`src/rtl/ppu_pkg.sv`:
```
// rtl/ppu_pkg.sv - shared types, address constants and nametable mirroring for the PPU VRAM arbiter
package ppu_pkg;

  typedef enum logic [1:0] {
    C_IDLE,
    C_BUSY,
    C_HOLD
  } cpu_arb_state_e;

  typedef enum logic {
    OWN_RND,
    OWN_CPU
  } owner_e;

  // Read tag carried alongside an outstanding memory read
  typedef struct packed {
    logic   valid;
    owner_e owner;
  } rd_tag_t;

  localparam logic [13:0] NT_BASE  = 14'h2000;
  localparam logic [13:0] PAL_BASE = 14'h3F00;

  // Fold $3xxx onto $2xxx and collapse the four nametables onto two physical pages.
  // Vertical keeps bit 10 as the page select; horizontal moves bit 11 into bit 10.
  function automatic logic [13:0] ppu_mirror_addr(input logic [13:0] addr, input logic mirror_v);
    logic [13:0] m;
    m = addr;
    if ((addr >= NT_BASE) && (addr < PAL_BASE)) begin
      m[12] = 1'b0;
      m[11] = 1'b0;
      if (!mirror_v) begin
        m[10] = addr[11];
      end
    end
    return m;
  endfunction

endpackage

```
`src/rtl/ppu_rd_tag_pipe.sv`:
```
// rtl/ppu_rd_tag_pipe.sv - (RD_LAT+1)-deep shift register of read tags, asynchronously cleared
module ppu_rd_tag_pipe
  import ppu_pkg::*;
#(
  parameter int RD_LAT = 1
) (
  input  logic    clk,
  input  logic    rst_n,
  input  rd_tag_t push,
  output rd_tag_t pop
);

  rd_tag_t pipe [RD_LAT+1];

  // Shift one tag per cycle; reset drops every in-flight read
  always_ff @(posedge clk or negedge rst_n) begin
    if (!rst_n) begin
      for (int i = 0; i <= RD_LAT; i++) begin
        pipe[i] <= '{valid: 1'b0, owner: OWN_RND};
      end
    end else begin
      pipe[0] <= push;
      for (int i = 1; i <= RD_LAT; i++) begin
        pipe[i] <= pipe[i-1];
      end
    end
  end

  assign pop = pipe[RD_LAT];

endmodule

```
`src/rtl/ppu_vram_arbiter.sv`:
```
// rtl/ppu_vram_arbiter.sv - renderer/CPU arbiter for the PPU memory port; optional PPU_ARB_STARVE_GUARD_EN
module ppu_vram_arbiter
  import ppu_pkg::*;
#(
  parameter int RD_LAT     = 1,
  parameter int STARVE_MAX = 8
) (
  input  logic        clk,
  input  logic        rst_n,
  input  logic        mirror_v,
  input  logic        rnd_req,
  input  logic [13:0] rnd_addr,
  output logic        rnd_gnt,
  output logic        rnd_rvalid,
  output logic [7:0]  rnd_rdata,
  input  logic        cpu_req,
  input  logic        cpu_we,
  input  logic [13:0] cpu_addr,
  input  logic [7:0]  cpu_wdata,
  output logic        cpu_ack,
  output logic [7:0]  cpu_rdata,
  output logic [13:0] mem_addr,
  output logic [7:0]  mem_wdata,
  output logic        mem_rw,
  input  logic [7:0]  mem_q
);

  cpu_arb_state_e state;
  cpu_arb_state_e next_state;

  logic    cpu_elig;
  logic    cpu_force;
  logic    cpu_gnt;
  logic    tag_exit_cpu;
  logic    tag_exit_rnd;
  rd_tag_t tag_push;
  rd_tag_t tag_pop;

  assign cpu_elig = (state == C_IDLE) && cpu_req;

`ifdef PPU_ARB_STARVE_GUARD_EN
  localparam int SW = $clog2(STARVE_MAX + 1);

  logic [SW-1:0] starve_cnt;

  assign cpu_force = cpu_elig && (starve_cnt == SW'(STARVE_MAX));

  // Count consecutive lost CPU arbitrations; any CPU grant restarts the count
  always_ff @(posedge clk or negedge rst_n) begin
    if (!rst_n) begin
      starve_cnt <= '0;
    end else if (cpu_gnt) begin
      starve_cnt <= '0;
    end else if (cpu_elig && rnd_gnt) begin
      starve_cnt <= starve_cnt + 1'b1;
    end
  end
`else
  logic unused_starve_max;

  assign unused_starve_max = (STARVE_MAX != 0);
  assign cpu_force         = 1'b0;
`endif

  // Renderer has priority unless the CPU is being forced through; nothing is granted in reset
  assign rnd_gnt = rst_n && rnd_req && !cpu_force;
  assign cpu_gnt = rst_n && cpu_elig && !rnd_gnt;

  // Only reads occupy the tag pipe; writes complete without waiting for memory
  assign tag_push.valid = rnd_gnt || (cpu_gnt && !cpu_we);
  assign tag_push.owner = rnd_gnt ? OWN_RND : OWN_CPU;

  ppu_rd_tag_pipe #(
    .RD_LAT(RD_LAT)
  ) u_tag_pipe (
    .clk  (clk),
    .rst_n(rst_n),
    .push (tag_push),
    .pop  (tag_pop)
  );

  assign tag_exit_cpu = tag_pop.valid && (tag_pop.owner == OWN_CPU);
  assign tag_exit_rnd = tag_pop.valid && (tag_pop.owner == OWN_RND);

  // Register the winner's request onto the memory port; the write strobe lasts one cycle
  always_ff @(posedge clk or negedge rst_n) begin
    if (!rst_n) begin
      mem_addr  <= '0;
      mem_wdata <= '0;
      mem_rw    <= 1'b0;
    end else begin
      mem_rw <= 1'b0;
      if (rnd_gnt) begin
        mem_addr <= ppu_mirror_addr(rnd_addr, mirror_v);
      end else if (cpu_gnt) begin
        mem_addr <= ppu_mirror_addr(cpu_addr, mirror_v);
        mem_rw   <= cpu_we;
        if (cpu_we) begin
          mem_wdata <= cpu_wdata;
        end
      end
    end
  end

  // Capture memory data for whichever owner's tag leaves the pipe
  always_ff @(posedge clk or negedge rst_n) begin
    if (!rst_n) begin
      rnd_rvalid <= 1'b0;
      rnd_rdata  <= '0;
      cpu_rdata  <= '0;
    end else begin
      rnd_rvalid <= tag_exit_rnd;
      if (tag_exit_rnd) begin
        rnd_rdata <= mem_q;
      end
      if (tag_exit_cpu) begin
        cpu_rdata <= mem_q;
      end
    end
  end

  // CPU access state register
  always_ff @(posedge clk or negedge rst_n) begin
    if (!rst_n) begin
      state <= C_IDLE;
    end else begin
      state <= next_state;
    end
  end

  // CPU access sequencing; HOLD is the single ack cycle and ignores cpu_req
  always_comb begin
    next_state = state;
    cpu_ack    = 1'b0;
    case (state)
      C_IDLE: begin
        if (cpu_gnt) begin
          next_state = cpu_we ? C_HOLD : C_BUSY;
        end
      end
      C_BUSY: begin
        if (tag_exit_cpu) begin
          next_state = C_HOLD;
        end
      end
      C_HOLD: begin
        cpu_ack    = 1'b1;
        next_state = C_IDLE;
      end
      default: begin
        next_state = C_IDLE;
      end
    endcase
  end

endmodule
```
`config.mk`:
```
export PLATFORM = sky130hd
export DESIGN_NAME = ppu_vram_arbiter
export DESIGN_NICKNAME = d
export VERILOG_FILES = /design/src/rtl/ppu_pkg.sv /design/src/rtl/ppu_rd_tag_pipe.sv /design/src/rtl/ppu_vram_arbiter.sv
export SDC_FILE = /design/constraint.sdc
export NUM_CORES = 1
export LEC_CHECK = 0
export ABC_AREA = 1
export BUFFER_PORTS_ARGS = -buffer_cell sky130_fd_sc_hd__buf_4
export CORE_ASPECT_RATIO = 0.8
export CORE_MARGIN = 3
export CORE_UTILIZATION = 49
export CTS_CLUSTER_SIZE = 12
export DETAILED_ROUTE_END_ITERATION = 7
export GPL_TIMING_DRIVEN = 0
export PLACE_DENSITY_LB_ADDON = 0.25
export SLEW_MARGIN = 40
export SYNTH_ARGS = -nofsm -noshare
export SYNTH_HDL_FRONTEND = slang
export SYNTH_HIERARCHICAL = 1
export SYNTH_SLANG_ARGS = --single-unit
```
`constraint.sdc`:
```
create_clock -name clk -period 2 [get_ports clk]
set_input_delay 0.5 -clock clk [delete_from_list [all_inputs] [get_ports clk]]
set_output_delay 0.5 -clock clk [all_outputs]
set_load 0.02 [all_outputs]
```
==> flow_summary.toml <==
[final_layout]
layout.nets = 373
antennaDiodeCount = 0
final_layout_size_suffix_gt1_share_pct = 35.49
most-common-layout-cells = "buf_4 (94), nand2_1 (84), dfrtp_1 (46), o21ai_0 (20), inv_1 (18)"
design_area_mm2 = 0.002795
layout_commonest_cell = "buf_4"
final_util_pct = 77.35
finalNonFillerCells = 376
flow.area_growth_from_synthesis_pct = 44.32
fillerInstances = 285

[logic_synthesis]
combinational_family_with_the_most_area_after_synthesis = "simple AND/OR/NAND/NOR gates"
synthesis_stage_register_bit_count = 46
syn_inst = 225
ys_seq_area_share_pct = 59.43
mappedNetlistArea_mm2 = 0.001937
syn_nets = 275
yosys-mux-area-fraction_pct = 0
post_synth_num_cell_types = 20
synth_xor_area_share_pct = 0
synth-adder-area-share_pct = 0
synth_compound_gate_area_share_pct = 8.592
synth_top_cells_by_area = "dfrtp_1 (59%), nand2_1 (16%), o21ai_0 (5.2%)"
yosys_top_cell_area_share_pct = 59.43
synth.largest_area_cell = "dfrtp_1"
ys_warn_count = 6
simple_gate_area_share_of_the_yosys_netlist_pct = 24.87
syn_avg_cell_area_um2 = 8.608

[place]
gp_congestion = 0.7863
dpl_worst_slack_ps = -343.5
place_hpwl_um = 3467
placed_cells_incl_taps = 368
port_buffers = 91
dpl_cell_area_mm2 = 0.002685

[setup_path]
worst_r2r_endpoint = "cpu_rdata[2]"
r2r_start = "u_tag_pipe/pop[1]"
cp.buffers_inverters = 4
crit_path_top_delay_cell = "buf_12"
critical_path_cell_count = 5
cp_max_fo = 49
critPathMostFrequentCell = "buf_4"
timing.critical_path.arrival_ps = 1360
startpoint_type = "input port"
timing.critical_path.required_ps = 1500
worst-setup-path-type = "in2out"
path_cells = "buf_12 -> nand2_2 -> inv_2 -> buf_4 -> buf_4"
setup.reg_to_reg.worst_slack_ps = 660
worst_setup_path_end_kind = "output pin"
critPathMaxStageDelay_ps = 230
number_of_cell_instances_on_the_worst_register_to_register_path = 4
cpLargestDelayFamily = "buffers and inverters"

[cts]
clock_latency_at_the_later_pin_of_the_worst_skew_pair_ps = 290
clock_tree_from_tritoncts = "done"
holdBufCountCts = 0
cts_htree_levels = 2
cts-root-buf = "clkbuf_8"
cts_buffers = 5
cts-root-to-sink-buffers = 2
cts.clk_slew.worst_paths_ps = 80
clock_sinks = 46

[timing]
final_cycle_share_pct = 93.14
rsz_0062_raised_after_global_routing = "no"
slew_headroom_pct = 71.80
achievable-frequency_mhz = 536.8
hold_ws_ps = 51.96
period_minus_slack_ps = 1863
report.final.slew_viol_count = 0
skew_ps = 5.177
report.final.hold_viol_count = 0
layout_setup_ws_ps = 137.2
finalSetupViolations = 0
max_slew.worst_pin.slew_ps = 421.5

[route]
finalWirelength_um = 4519
drt_first_pass_iters = 4
detail_route.drc_violations = 0
drtIter0Drc = 98
post_drt_wl_per_cell_um = 12.02
vias = 1806
post_drt_via_cell_ratio = 4.803
residual_antenna_violating_net_count_after_detailed_routing = 0

[global_route]
globalRoute.totalOverflow = 0
grt_max_degree = 50
gr-usage-all-layers_pct = 19.15
antenna_found_initial = 0
grt_pass1_vias = 1664
grt_first_pass_wirelength_um = 7431

[die]
y_dimension_of_the_die_um = 62.24
fp.dieArea_mm2 = 0.004748
initial_core_util_pct = 53.60
num_io_pins = 92
die_width_um = 76.29
core_area_mm2 = 0.003613
rows = 19

[job]
drv_cap = 0

[pwr]
worst_vdd_drop_mv = 0.6564
p_per_area_mw_per_mm2 = 1153
p_leak_uw = 0.001531

[min_path]
timing.hold.worst.class = "in2async"

[run_status]
run_status = "finished clean"
## worst reg2reg max path, delay by kind of cell (launching register included)
family / cells / cell delay, ps
buf+inv: 2 / 480
flops: 1 / 370
simple gates: 1 / 220
compound gates: 1 / 150
## metrics by stage
| stage | total power (uW) | TNS, ps |
|---|---|---|
| after global routing | 3411 | 0 |
| after detailed placement | 2668 | -491.0 |
| after floorplan | 2039 | 0 |
| after global placement | 2629 | -312.9 |
| after CTS | 3246 | 0 |
| final | 3223 | 0 |
## what timing repair did
item / 4_1_cts / 5_1_grt
resized for setup: 3 / 1
setup endpoints to repair: 1 / 1
cloned: 0 / 0
buffers inserted: 0 / 0
## kinds of logic (layout without fill, tap and decap cells)
kind of cell,after synthesis,count (layout)
flops,46,46
buf+inv,30,129
simple gates,119,119
compound gates,30,30
## sequential cells by signal, summed over array words and instances, names as in the netlist
name,count
rnd_rvalid,1
u_tag_pipe/pop,2
mem_addr,14
state,2
u_tag_pipe/pipe,2
cpu_rdata,8
rnd_rdata,8
mem_wdata,8
mem_rw,1
## per-layer routing
metal | vias up | routed length (um) | GRT usage, %
met2 | 72 | 2084 | 29.82
met4 | 0 | 32 | 4.751
li1 | 906 | - | -
met3 | 4 | 417 | 5.636
met5 | - | 0 | 0
met1 | 824 | 1985 | 26.45
## worst max-delay path by stage
| stage | start | endpoint | slack, ps |
|---|---|---|---|
| after global placement | rst_n | rnd_gnt | -310 |
| after CTS | rst_n | rnd_gnt | 40 |
| after detailed placement | rst_n | rnd_gnt | -340 |
| final | rst_n | rnd_gnt | 140 |
| after global routing | rst_n | rnd_gnt | 30 |
| after floorplan | rnd_req | rnd_gnt | 600 |
## power by group
part,total [uW],switching [uW],internal [uW]
Sequential,1360,154,1200
Combinational,1280,730,554
Clock,580,303,278
## synth_stat cells
| cell type | instances |
|---|---|
| o21ai_0 | 20 |
| nand3_1 | 13 |
| clkbuf_1 | 1 |
| dfrtp_1 | 46 |
| nor2_2 | 1 |
| a31oi_1 | 8 |
| inv_6 | 1 |
| nand4_1 | 1 |
| nand2_1 | 85 |
| nand2_4 | 1 |
| nor2_1 | 15 |
| inv_1 | 18 |
| inv_4 | 1 |
| inv_2 | 3 |
| nand2_2 | 2 |
| o21bai_1 | 1 |
| buf_4 | 4 |
| nor3_1 | 1 |
| o221ai_1 | 1 |
| buf_2 | 2 |
## layout make-up
| class | count | area (um2) | area share [%] |
|---|---|---|---|
| clock buffer | 6 | 82.58 | 2.954 |
| timing repair buffer | 91 | 695.7 | 24.89 |
| inverter | 23 | 93.84 | 3.357 |
| tap | 52 | 65.06 | 2.328 |
| sequential | 46 | 1151 | 41.18 |
| buffer | 7 | 43.79 | 1.567 |
| clock inverter | 2 | 12.51 | 0.4476 |
| multi-input combinational | 149 | 650.6 | 23.28 |
(Power assumes the default switching activity.)
